**src/rtl/calc_key_sequencer_if.sv**
```systemverilog
// Key handshake and result bundle for the calculator sequencer.
// master: key source / result sink; slave: the sequencer.
interface calc_key_sequencer_if #(
  parameter int DW = 11
);
  logic          key_valid;
  logic [3:0]    key_code;
  logic          key_ready;
  logic          busy;
  logic [DW-1:0] result;
  logic          result_valid;
  logic          div_zero;
  logic          ovf;

  modport master (
    output key_valid, key_code,
    input  key_ready, busy, result,
    input  result_valid, div_zero, ovf
  );

  modport slave (
    input  key_valid, key_code,
    output key_ready, busy, result,
    output result_valid, div_zero, ovf
  );
endinterface

```
**src/rtl/calc_key_sequencer.sv**
```systemverilog
// Keypad calculator sequencer: entry FSM plus multi-cycle signed ALU.
// Ports: clk, rst (sync, active-high), kif (slave: keys in, result out).
module calc_key_sequencer #(
  parameter int DW         = 11,
  parameter int MAX_DIGITS = 3
) (
  input logic                 clk,
  input logic                 rst,
  calc_key_sequencer_if.slave kif
);

  localparam int CW = $clog2(MAX_DIGITS + 1);
  localparam int YW = $clog2(DW);
  localparam int XW = 2 * DW + 2;
  localparam logic [CW-1:0] MAXC = CW'(MAX_DIGITS);
  localparam logic [YW-1:0] LAST = YW'(DW - 1);

  typedef enum logic [2:0] {
    S_SIGN1, S_DIG1, S_SIGN2, S_DIG2, S_EXEC, S_DONE
  } state_e;

  localparam logic [1:0] OP_ADD = 2'd0;
  localparam logic [1:0] OP_SUB = 2'd1;
  localparam logic [1:0] OP_MUL = 2'd2;

  state_e          state_q, state_d, st;
  logic [DW-1:0]   op1_q, op1_d, op2_q, op2_d;
  logic            neg1_q, neg1_d, neg2_q, neg2_d;
  logic [CW-1:0]   cnt1_q, cnt1_d, cnt2_q, cnt2_d;
  logic [1:0]      opr_q, opr_d;
  logic [YW-1:0]   cyc_q, cyc_d;
  logic [2*DW-1:0] prod_q, prod_d, prod_nxt;
  logic [DW-1:0]   rem_q, rem_d, rem_nxt;
  logic [DW-1:0]   quo_q, quo_d, quo_nxt;
  logic [DW-1:0]   res_q, res_d;
  logic            rv_q, rv_d, dz_q, dz_d, ovf_q, ovf_d;

  logic            accept, is_dig, is_pm, is_op;
  logic [DW:0]     rsh;
  logic            ge;
  logic [XW-1:0]   a_x, b_x, ex;
  logic            fits, neg_r;
  logic [DW-1:0]   acc1, acc2, dval;

  always_comb begin
    state_d = state_q;
    op1_d   = op1_q;
    op2_d   = op2_q;
    neg1_d  = neg1_q;
    neg2_d  = neg2_q;
    cnt1_d  = cnt1_q;
    cnt2_d  = cnt2_q;
    opr_d   = opr_q;
    cyc_d   = cyc_q;
    prod_d  = prod_q;
    rem_d   = rem_q;
    quo_d   = quo_q;
    res_d   = res_q;
    rv_d    = rv_q;
    dz_d    = dz_q;
    ovf_d   = ovf_q;

    // one restoring-divide step on magnitudes
    rsh     = {rem_q, quo_q[DW-1]};
    ge      = rsh >= {1'b0, op2_q};
    rem_nxt = DW'(ge ? rsh - {1'b0, op2_q} : rsh);
    quo_nxt = {quo_q[DW-2:0], ge};

    // one shift-add multiply step, bit cyc of op2
    prod_nxt = prod_q + (op2_q[cyc_q]
             ? ({{DW{1'b0}}, op1_q} << cyc_q)
             : '0);

    a_x = XW'(op1_q);
    if (neg1_q) a_x = -a_x;
    b_x = XW'(op2_q);
    if (neg2_q) b_x = -b_x;
    neg_r = neg1_q ^ neg2_q;

    unique case (opr_q)
      OP_ADD:  ex = a_x + b_x;
      OP_SUB:  ex = a_x - b_x;
      OP_MUL:  ex = neg_r ? -XW'(prod_nxt) : XW'(prod_nxt);
      default: ex = neg_r ? -XW'(quo_nxt) : XW'(quo_nxt);
    endcase
    // representable iff top bits are pure sign extension
    fits = (&ex[XW-1:DW-1]) | ~(|ex[XW-1:DW-1]);

    accept = kif.key_valid & (state_q != S_EXEC);
    is_dig = kif.key_code <= 4'd9;
    is_pm  = (kif.key_code == 4'd10) | (kif.key_code == 4'd11);
    is_op  = is_pm | (kif.key_code == 4'd12)
           | (kif.key_code == 4'd13);
    dval   = {{(DW-4){1'b0}}, kif.key_code};
    acc1   = (op1_q << 3) + (op1_q << 1) + dval;
    acc2   = (op2_q << 3) + (op2_q << 1) + dval;

    // DONE handles keys exactly like SIGN1
    st = (state_q == S_DONE) ? S_SIGN1 : state_q;

    if (state_q == S_EXEC) begin
      if (opr_q == OP_ADD || opr_q == OP_SUB) begin
        res_d   = ex[DW-1:0];
        ovf_d   = ~fits;
        dz_d    = 1'b0;
        rv_d    = 1'b1;
        state_d = S_DONE;
      end else if (opr_q == OP_MUL) begin
        prod_d = prod_nxt;
        cyc_d  = cyc_q + YW'(1);
        if (cyc_q == LAST) begin
          res_d   = ex[DW-1:0];
          ovf_d   = ~fits;
          dz_d    = 1'b0;
          rv_d    = 1'b1;
          state_d = S_DONE;
        end
      end else if (op2_q == '0) begin
        res_d   = '0;
        ovf_d   = 1'b0;
        dz_d    = 1'b1;
        rv_d    = 1'b1;
        state_d = S_DONE;
      end else begin
        rem_d = rem_nxt;
        quo_d = quo_nxt;
        cyc_d = cyc_q + YW'(1);
        if (cyc_q == LAST) begin
          res_d   = ex[DW-1:0];
          ovf_d   = ~fits;
          dz_d    = 1'b0;
          rv_d    = 1'b1;
          state_d = S_DONE;
        end
      end
    end else if (accept) begin
      rv_d  = 1'b0;
      dz_d  = 1'b0;
      ovf_d = 1'b0;
      if (kif.key_code == 4'd15) begin
        state_d = S_SIGN1;
        op1_d   = '0;
        op2_d   = '0;
        neg1_d  = 1'b0;
        neg2_d  = 1'b0;
        cnt1_d  = '0;
        cnt2_d  = '0;
        opr_d   = '0;
        cyc_d   = '0;
        prod_d  = '0;
        rem_d   = '0;
        quo_d   = '0;
        res_d   = '0;
      end else begin
        unique case (st)
          S_SIGN1: begin
            state_d = S_SIGN1;
            if (is_dig) begin
              neg1_d  = 1'b0;
              op1_d   = dval;
              cnt1_d  = CW'(1);
              state_d = S_DIG1;
            end else if (is_pm) begin
              neg1_d  = kif.key_code[0];
              op1_d   = '0;
              cnt1_d  = '0;
              state_d = S_DIG1;
            end
          end
          S_DIG1: begin
            if (is_dig) begin
              if (cnt1_q < MAXC) begin
                op1_d  = acc1;
                cnt1_d = cnt1_q + CW'(1);
              end
            end else if (is_op) begin
              opr_d   = 2'(kif.key_code - 4'd10);
              op2_d   = '0;
              neg2_d  = 1'b0;
              cnt2_d  = '0;
              state_d = S_SIGN2;
            end
          end
          S_SIGN2: begin
            if (is_dig) begin
              neg2_d  = 1'b0;
              op2_d   = dval;
              cnt2_d  = CW'(1);
              state_d = S_DIG2;
            end else if (is_pm) begin
              neg2_d  = kif.key_code[0];
              op2_d   = '0;
              cnt2_d  = '0;
              state_d = S_DIG2;
            end
          end
          S_DIG2: begin
            if (is_dig) begin
              if (cnt2_q < MAXC) begin
                op2_d  = acc2;
                cnt2_d = cnt2_q + CW'(1);
              end
            end else if (kif.key_code == 4'd14) begin
              cyc_d   = '0;
              prod_d  = '0;
              rem_d   = '0;
              quo_d   = op1_q;
              state_d = S_EXEC;
            end
          end
          default: ;
        endcase
      end
    end
  end

  always_ff @(posedge clk) begin
    if (rst) begin
      state_q <= S_SIGN1;
      op1_q   <= '0;
      op2_q   <= '0;
      neg1_q  <= 1'b0;
      neg2_q  <= 1'b0;
      cnt1_q  <= '0;
      cnt2_q  <= '0;
      opr_q   <= '0;
      cyc_q   <= '0;
      prod_q  <= '0;
      rem_q   <= '0;
      quo_q   <= '0;
      res_q   <= '0;
      rv_q    <= 1'b0;
      dz_q    <= 1'b0;
      ovf_q   <= 1'b0;
    end else begin
      state_q <= state_d;
      op1_q   <= op1_d;
      op2_q   <= op2_d;
      neg1_q  <= neg1_d;
      neg2_q  <= neg2_d;
      cnt1_q  <= cnt1_d;
      cnt2_q  <= cnt2_d;
      opr_q   <= opr_d;
      cyc_q   <= cyc_d;
      prod_q  <= prod_d;
      rem_q   <= rem_d;
      quo_q   <= quo_d;
      res_q   <= res_d;
      rv_q    <= rv_d;
      dz_q    <= dz_d;
      ovf_q   <= ovf_d;
    end
  end

  assign kif.key_ready    = (state_q != S_EXEC);
  assign kif.busy         = (state_q == S_EXEC);
  assign kif.result       = res_q;
  assign kif.result_valid = rv_q;
  assign kif.div_zero     = dz_q;
  assign kif.ovf          = ovf_q;

endmodule

```
**src/flat_wrapper.sv**
```systemverilog
// flat-port wrapper written by rule: the top's interface ports become plain ports
module calc_key_sequencer_flat 
#(
  parameter int DW         = 11,
  parameter int MAX_DIGITS = 3
)
  (clk, rst, kif_key_valid, kif_key_code, kif_key_ready, kif_busy, kif_result, kif_result_valid, kif_div_zero, kif_ovf);
  calc_key_sequencer_if #(.DW(DW)) kif_i ();
  input logic clk;
  input logic rst;
  input wire logic [$bits(kif_i.key_valid)-1:0] kif_key_valid;
  input wire logic [$bits(kif_i.key_code)-1:0] kif_key_code;
  output wire logic [$bits(kif_i.key_ready)-1:0] kif_key_ready;
  output wire logic [$bits(kif_i.busy)-1:0] kif_busy;
  output wire logic [$bits(kif_i.result)-1:0] kif_result;
  output wire logic [$bits(kif_i.result_valid)-1:0] kif_result_valid;
  output wire logic [$bits(kif_i.div_zero)-1:0] kif_div_zero;
  output wire logic [$bits(kif_i.ovf)-1:0] kif_ovf;
  assign kif_i.key_valid = kif_key_valid;
  assign kif_i.key_code = kif_key_code;
  assign kif_key_ready = kif_i.key_ready;
  assign kif_busy = kif_i.busy;
  assign kif_result = kif_i.result;
  assign kif_result_valid = kif_i.result_valid;
  assign kif_div_zero = kif_i.div_zero;
  assign kif_ovf = kif_i.ovf;
  calc_key_sequencer #(.DW(DW), .MAX_DIGITS(MAX_DIGITS)) u_core (.clk(clk), .rst(rst), .kif(kif_i));
endmodule
```
**config.mk**
```make
export PLATFORM = sky130hd
export DESIGN_NAME = calc_key_sequencer_flat
export DESIGN_NICKNAME = d
export VERILOG_FILES = /design/src/rtl/calc_key_sequencer_if.sv /design/src/rtl/calc_key_sequencer.sv /design/src/flat_wrapper.sv
export SDC_FILE = /design/constraint.sdc
export NUM_CORES = 1
export LEC_CHECK = 0
export CAP_MARGIN = 0
export CELL_PAD_IN_SITES_DETAIL_PLACEMENT = 0
export CELL_PAD_IN_SITES_GLOBAL_PLACEMENT = 1
export CORE_MARGIN = 1
export CORE_UTILIZATION = 45
export CTS_CLUSTER_SIZE = 28
export DETAILED_ROUTE_END_ITERATION = 7
export PLACE_DENSITY = 0.86
export SYNTH_ARGS = -nofsm -noshare
export SYNTH_HDL_FRONTEND = slang
export SYNTH_SLANG_ARGS = --single-unit
```
**constraint.sdc**
```tcl
create_clock -name clk -period 7.9 [get_ports clk]
set_clock_uncertainty 0.1 [all_clocks]
set_input_delay 2.37 -clock clk [delete_from_list [all_inputs] [get_ports clk]]
set_output_delay 2.37 -clock clk [all_outputs]
set_load 0.02 [all_outputs]
```
Yosys cells after proc, flatten, opt, wreduce, memory -nomap -nowiden
Index checks and enable logic that the tools add are counted.
{"block": "word_totals", "output_inout_bits": 16, "wordCells": 230, "inputBits": 7, "register_bits": 95}
{"block": "classes", "n_lt_le_gt_ge": 5, "eq_ne": 35, "bitwise_logic": 9, "shifts": 1, "addsub": 16, "n_reduce_logical": 28, "muxes": 120}
{"cell": "11-bit two-way mux", "count": 36}
{"cell": "22-bit two-way mux", "count": 9}
{"cell": "24-bit two-way mux", "count": 4}
{"cell": "11-bit negator with 24-bit output", "count": 3}
{"cell": "24-bit case mux with 3 select lines", "count": 1}
{"cell": "3-bit two-way mux", "count": 15}
{"cell": "4-bit two-way mux", "count": 9}
{"cell": "11-bit case mux with 3 select lines", "count": 1}
{"cell": "4-bit equality test (second input constant)", "count": 7}
{"cell": "2-bit two-way mux", "count": 14}
{"cell": "1-bit two-way mux", "count": 25}
{"cell": "24-bit adder", "count": 1}
{"cell": "22-bit negator with 24-bit output", "count": 1}
{"cell": "6-bit AND reduction", "count": 4}
{"cell": "24-bit subtractor", "count": 1}
{"cell": "11-bit adder", "count": 2}
{"cell": "11-bit by 4-bit adder with 11-bit output", "count": 2}
{"cell": "22-bit adder", "count": 1}
{"cell": "11-bit case mux with 2 select lines", "count": 1}
{"cell": "11-bit by 4-bit left shift with 22-bit output", "count": 1}
{"cell": "3-bit by 1-bit inequality test with 1-bit output (second input constant)", "count": 5}
{"cell": "3-bit nonzero test", "count": 5}
{"cell": "14-bit AND reduction", "count": 1}
{"cell": "7-bit AND reduction", "count": 2}
{"cell": "42 further kinds", "count": 63}

Depth between registers and ports, before layout
{"block": "logic_depth", "word_depth": 16, "depth_mapped": 26, "mapped_depth_nobuf": 24}

Worst setup path before layout
OpenSTA, ideal clock, no wires.
{"block": "synth_path", "kind": "register to register", "start": "register u_core.op2_q[4]", "end": "register u_core.ovf_q, in the netlist u_core.kif.ovf", "setup_ns": 0.129, "path_stages_with_launch": 23, "path_buffers": 2, "required_ns": 7.671, "setup_slack_ns": 2.110, "synth_period_minus_slack_ns": 5.790, "t_arrival_ns": 5.561, "cell_sequence": "dfxtp_1 > clkbuf_1 > inv_1 > o211a_1 > a2111oi_0 > nor2_1 > or2_2 > clkbuf_1 > nor2_1 > ha_1 > fa_1 > a211oi_4 > o31ai_4 > a21oi_2 > xnor2_1 > or3_4 > nor4_4 > and4_1 > or4_1 > nand2_1 > or4b_4 > a2111oi_4 > a211oi_1"}
{"block": "synth_between", "elab_chain_len": 16, "elab_cells_between_ends": 25, "cone_classes": "add/sub: 6; order compare: 1; mux: 12; bitwise: 3; reduce/logical: 3"}
{"item": "start: declaration", "line": "calc_key_sequencer.sv:27", "source": "logic [DW-1:0] op1_q, op1_d, op2_q, op2_d;"}
{"item": "start signal: assignment", "line": "calc_key_sequencer.sv:238", "source": "op2_q <= op2_d;"}
{"item": "1-bit binary-select mux with 4-bit select", "line": "calc_key_sequencer.sv:70", "source": "prod_nxt = prod_q + (op2_q[cyc_q]"}
{"item": "1-bit two-way mux (not written as such)", "line": "calc_key_sequencer.sv:70"}
{"item": "22-bit two-way mux", "line": "calc_key_sequencer.sv:71", "source": "? ({{DW{1'b0}}, op1_q} << cyc_q)"}
{"item": "22-bit adder", "line": "calc_key_sequencer.sv:70"}
{"item": "22-bit negator with 24-bit output", "line": "calc_key_sequencer.sv:83", "source": "OP_MUL: ex = neg_r ? -XW'(prod_nxt) : XW'(prod_nxt);"}
{"item": "24-bit two-way mux", "line": "calc_key_sequencer.sv:83"}
{"item": "24-bit case mux with 3 select lines", "line": "calc_key_sequencer.sv:80", "source": "unique case (opr_q)"}
{"item": "14-bit OR reduction", "line": "calc_key_sequencer.sv:87", "source": "fits = (&ex[XW-1:DW-1]) | ~(|ex[XW-1:DW-1]);"}
{"item": "1-bit inverter", "line": "calc_key_sequencer.sv:87"}
{"item": "1-bit bitwise OR", "line": "calc_key_sequencer.sv:87"}
{"item": "1-bit inverter", "line": "calc_key_sequencer.sv:104, calc_key_sequencer.sv:113, calc_key_sequencer.sv:130"}
{"item": "1-bit two-way mux", "line": "calc_key_sequencer.sv:111, calc_key_sequencer.sv:128"}
{"item": "1-bit two-way mux", "line": "calc_key_sequencer.sv:118", "source": "end else if (op2_q == '0) begin"}
{"item": "1-bit two-way mux", "line": "calc_key_sequencer.sv:108", "source": "end else if (opr_q == OP_MUL) begin"}
{"item": "1-bit two-way mux *", "line": "calc_key_sequencer.sv:102", "source": "if (opr_q == OP_ADD || opr_q == OP_SUB) begin"}
{"item": "1-bit two-way mux *", "line": "calc_key_sequencer.sv:101", "source": "if (state_q == S_EXEC) begin"}
{"item": "end signal: assignment", "line": "calc_key_sequencer.sv:251", "source": "ovf_q <= ovf_d;"}
{"item": "end: declaration", "line": "calc_key_sequencer.sv:36", "source": "logic rv_q, rv_d, dz_q, dz_d, ovf_q, ovf_d;"}
Mark *: on every way between the ends. The rest lies on a longest branch, timed or not. The select of a mux whose other input is x is not followed.
A chain may end at the register's enable or synchronous reset.

Final worst setup path
{"block": "layout_path", "start": "register u_core.cyc_q[1]", "end": "register u_core.ovf_q, in the netlist u_core.kif.ovf"}
{"block": "layout_between", "elab_chain_len": 16, "elab_cells_between_ends": 19, "cone_classes": "add/sub: 2; eq/ne: 1; shift: 1; mux: 10; bitwise: 3; reduce/logical: 2"}
{"item": "start: declaration", "line": "calc_key_sequencer.sv:31", "source": "logic [YW-1:0] cyc_q, cyc_d;"}
{"item": "start signal: assignment", "line": "calc_key_sequencer.sv:244", "source": "cyc_q <= cyc_d;"}
{"item": "1-bit binary-select mux with 4-bit select", "line": "calc_key_sequencer.sv:70"}
{"item": "1-bit two-way mux (not written as such)", "line": "calc_key_sequencer.sv:70"}
{"item": "22-bit two-way mux", "line": "calc_key_sequencer.sv:71"}
{"item": "22-bit adder", "line": "calc_key_sequencer.sv:70"}
{"item": "22-bit negator with 24-bit output", "line": "calc_key_sequencer.sv:83"}
{"item": "24-bit two-way mux", "line": "calc_key_sequencer.sv:83"}
{"item": "24-bit case mux with 3 select lines", "line": "calc_key_sequencer.sv:80"}
{"item": "14-bit OR reduction", "line": "calc_key_sequencer.sv:87"}
{"item": "1-bit inverter", "line": "calc_key_sequencer.sv:87"}
{"item": "1-bit bitwise OR", "line": "calc_key_sequencer.sv:87"}
{"item": "1-bit inverter", "line": "calc_key_sequencer.sv:104, calc_key_sequencer.sv:113, calc_key_sequencer.sv:130"}
{"item": "1-bit two-way mux", "line": "calc_key_sequencer.sv:111, calc_key_sequencer.sv:128"}
{"item": "1-bit two-way mux", "line": "calc_key_sequencer.sv:118"}
{"item": "1-bit two-way mux", "line": "calc_key_sequencer.sv:108"}
{"item": "1-bit two-way mux *", "line": "calc_key_sequencer.sv:102"}
{"item": "1-bit two-way mux *", "line": "calc_key_sequencer.sv:101"}
Marks and branches as above.

==> results.tsv <==
metric	value	unit
vdd.ir_drop.worst	0.238	mV
clkSinkCount	95	
syn_area	10900	sq um
syn-num-nets	1605	
vias	11098	
wl_per_cell	19.4	um
core-area	23600	sq um
cp.depth	18	
whs_path_depth	2	
slew_violations	0	
fin_hold_ws	360	ps
ctsLongestPathBuffers	2	
drtPass1Iterations	6	
cts_buffers	9	
setup_viol	0	
final_antenna_net_count	0	
area_delta_synth_final	6.01	%
worstPathRequired	8060	ps
antenna_found_initial	0	
start_util	46.2	%
rsz0062_at_grt	no	
worst_setup_path_end_kind	flop	
synthArstFlopShare	0	%
slew_headroom	31.7	%
tns	0	ps
crit_fanout	25	
ff2ff_path_depth	18	
io_pins	23	
finalHoldViolCount	0	
synthCells	1496	
root_buffer	clkbuf_16	
clkTransAtPathRegs	90	ps
max_stage_delay	810	ps
synth_flop_cell	dfxtp_1	
wl	34400	um
grt_usage	28.2	%
syn_area_per_cell	7.29	sq um
status	finished clean	
fmax	143	MHz
synth_cell_types	85	
finalCritPeriodShare	88.6	%
p_leak	4.63	nW
synth_edf_count	0	
cts_tree	built	
fin_cells	1772	
overflow	0	
drc_errors	0	
crit_chain	clkinv_1 > o211a_1 > a2111oi_1 > nor2_1 > or2_2 > nor3b_1 > ha_1 > a211oi_4 > o31ai_4 > a221oi_1 > xor2_1 > o311ai_1 > nor4_2 > and3_1 > nor4_1 > or4b_4 > a2111oi_4 > a211oi_1	
grt_max_degree	86	
ys_seq_area_share	17.4	%
yosys_warnings	0	
place.gp.congestion	0.938	
critical_path_arrival	7160	ps
critical_path.top_delay_family	compound AO/OA/AOI/OAI gates	
postCtsSetupBuffers	0	
startpoint_type	flop	
die_area	24900	sq um
fp.dieH	158	um
grt_pass1_vias	10306	
final_nets	1557	
hold_path.class	reg2reg	
critPathBufInv	1	
routed_via_density	6.26	
antenna_cells	0	
slowest_stage	dfxtp_1	
portBuffers	22	
clock_latency	380	ps
drive_above_1_share	4.89	%
ys_seq_elements	95	
crit_type	reg2reg	
place_inst	1756	
grt_pass1_wl	55000	um
drt_iter0_markers	1142	
htreeDepth	3	
hpwl	26000	um
worst_pin_slew	1020	ps
dieWidth	158	um
power_density	318	nW/um^2
cap_violations	0	
fp-row-count	56	
period_needed	7000	ps
cells in the final DEF, fill, tap and decap left out, types with 7 or more instances in the layout:
master           instances
nor2_1                 189
a22oi_1                 38
buf_4                   15
mux2_2                  16
nand3_1                 49
o21bai_1                 8
o21ai_0                 72
a21oi_1                121
fa_1                     7
dfxtp_1                 95
and2_1                   9
and3_1                   9
xnor2_1                 81
nor3_1                  31
or3_1                   13
o211ai_1                16
nand2_1                147
a21o_1                  28
nor4_1                   9
o31ai_1                 13
ha_1                    95
o21a_1                  19
clkdlybuf4s50_1         21
a211oi_1                29
nand2b_1                16
clkbuf_16                9
xor2_1                  40
a311oi_1                16
nor2b_1                 24
a31oi_1                 15
nand4_1                 15
inv_1                   44
mux2i_1                 21
cells in the mapped netlist, types with 5 or more instances:
cell type    n  area (sq um)
o21bai_1     8          60.1
inv_1       44           165
buf_2        5          25.0
xnor2_1     81           709
and3_1       9          56.3
xor2_1      40           350
a211oi_1    29           218
nor3_1      31           155
nand3_1     49           245
ha_1        95          1190
nand2_1    147           552
dfxtp_1     95          1900
a221oi_1     6          52.6
mux2i_1     21           210
nand2b_1    16           100
o31ai_1     13          97.6
a41oi_1      5          43.8
a311oi_1    16           140
a21oi_1    121           606
a22oi_1     38           285
nand4_1     15          93.8
nor4_1       9          56.3
a32oi_1      5          43.8
buf_1        8          30.0
and2_1       9          56.3
or3_1       13          81.3
clkbuf_1    80           300
a21o_1      28           210
o21ai_1      5          25.0
nor2b_1     24           150
o21ai_0     73           365
mux2_2      16           180
fa_1         7           140
and4_1       5          43.8
o2111ai_1    6          52.6
o21a_1      19           143
a31oi_1     15          93.8
nor2_1     189           709
o211ai_1    16           120
worst min-delay path, delay by kind of cell (launching register included):
family / cells / cell delay [ps]
flip-flops: 1 / 320
AO/OA/AOI/OAI: 1 / 50
AND/OR/NAND/NOR: 1 / 50
kinds of logic (layout without fill, tap and decap cells):
family | count (synthesis) | in the layout | share of synthesized area, %
xor+xnor | 121 | 121 | 9.72
simple gates | 540 | 540 | 23.2
mux | 41 | 41 | 4.40
compound gates | 454 | 454 | 28.0
buf+inv | 142 | 99 | 5.02
fa+ha+maj | 103 | 103 | 12.3
flops | 95 | 95 | 17.4
metal layers:
layer,routed length [um],GRT usage [%],vias to the layer above
met1,15200,37.6,5276
met2,16000,46.6,401
met4,1030,10.2,0
met5,0,0,-
li1,-,-,5366
met3,2100,3.23,55
where the power goes:
| part | total [W] | internal, W | switching, W | leakage, nW |
|---|---|---|---|---|
| Clock | 0.000470 | 0.000225 | 0.000245 | 0.141 |
| Sequential | 0.000670 | 0.000545 | 0.000124 | 0.769 |
| Combinational | 0.00254 | 0.00101 | 0.00153 | 3.72 |
| Total | 0.00368 | 0.00178 | 0.00190 | 4.63 |
path summary, 6_finish.rpt:
kind                                        from          endpoint  slack (ps)
worst max-delay path             u_core.cyc_q[1]    u_core.kif.ovf         900
worst min-delay path            u_core.cnt1_q[1]  u_core.cnt1_q[1]         360
worst max register to register   u_core.cyc_q[1]    u_core.kif.ovf         900
worst min register to register  u_core.cnt1_q[1]  u_core.cnt1_q[1]         360
flip-flops by register name (all words and copies together) (netlist names):
name / count
u_core.prod_q: 22
u_core.kif.result: 11
u_core.op1_q: 11
u_core.op2_q: 11
u_core.quo_q: 11
u_core.rem_q: 11
u_core.cyc_q: 4
u_core.state_q: 3
u_core.cnt1_q: 2
u_core.cnt2_q: 2
u_core.opr_q: 2
u_core.kif.div_zero: 1
u_core.kif.ovf: 1
u_core.kif.result_valid: 1
u_core.neg1_q: 1
u_core.neg2_q: 1
cell type report:
cell class / count / area [sq um]
repair buffers: 36 / 323
clock inverters: 7 / 78.8
inverters: 47 / 176
multi-input cells: 1259 / 8460
fillers: 2411 / 12000
clock buffers: 9 / 225
well taps: 319 / 399
flip-flops and latches: 95 / 1900
what timing repair did:
action	CTS	global route
resized for setup	0	1
setup endpoints to repair	0	1
hold buffers	0	0
metrics by stage:
stage	setup WS [ps]	total power (W)	cell area [sq um]	utilization, %
floorplan	2110	0.00255	10900	-
global placement	997	0.00316	11300	47.7
detailed placement	824	0.00317	11300	47.7
CTS	801	0.00365	11600	49.0
global route	142	0.00396	11600	49.0
finish	904	0.00368	11600	49.0
Power figures use the tool's default switching activity.
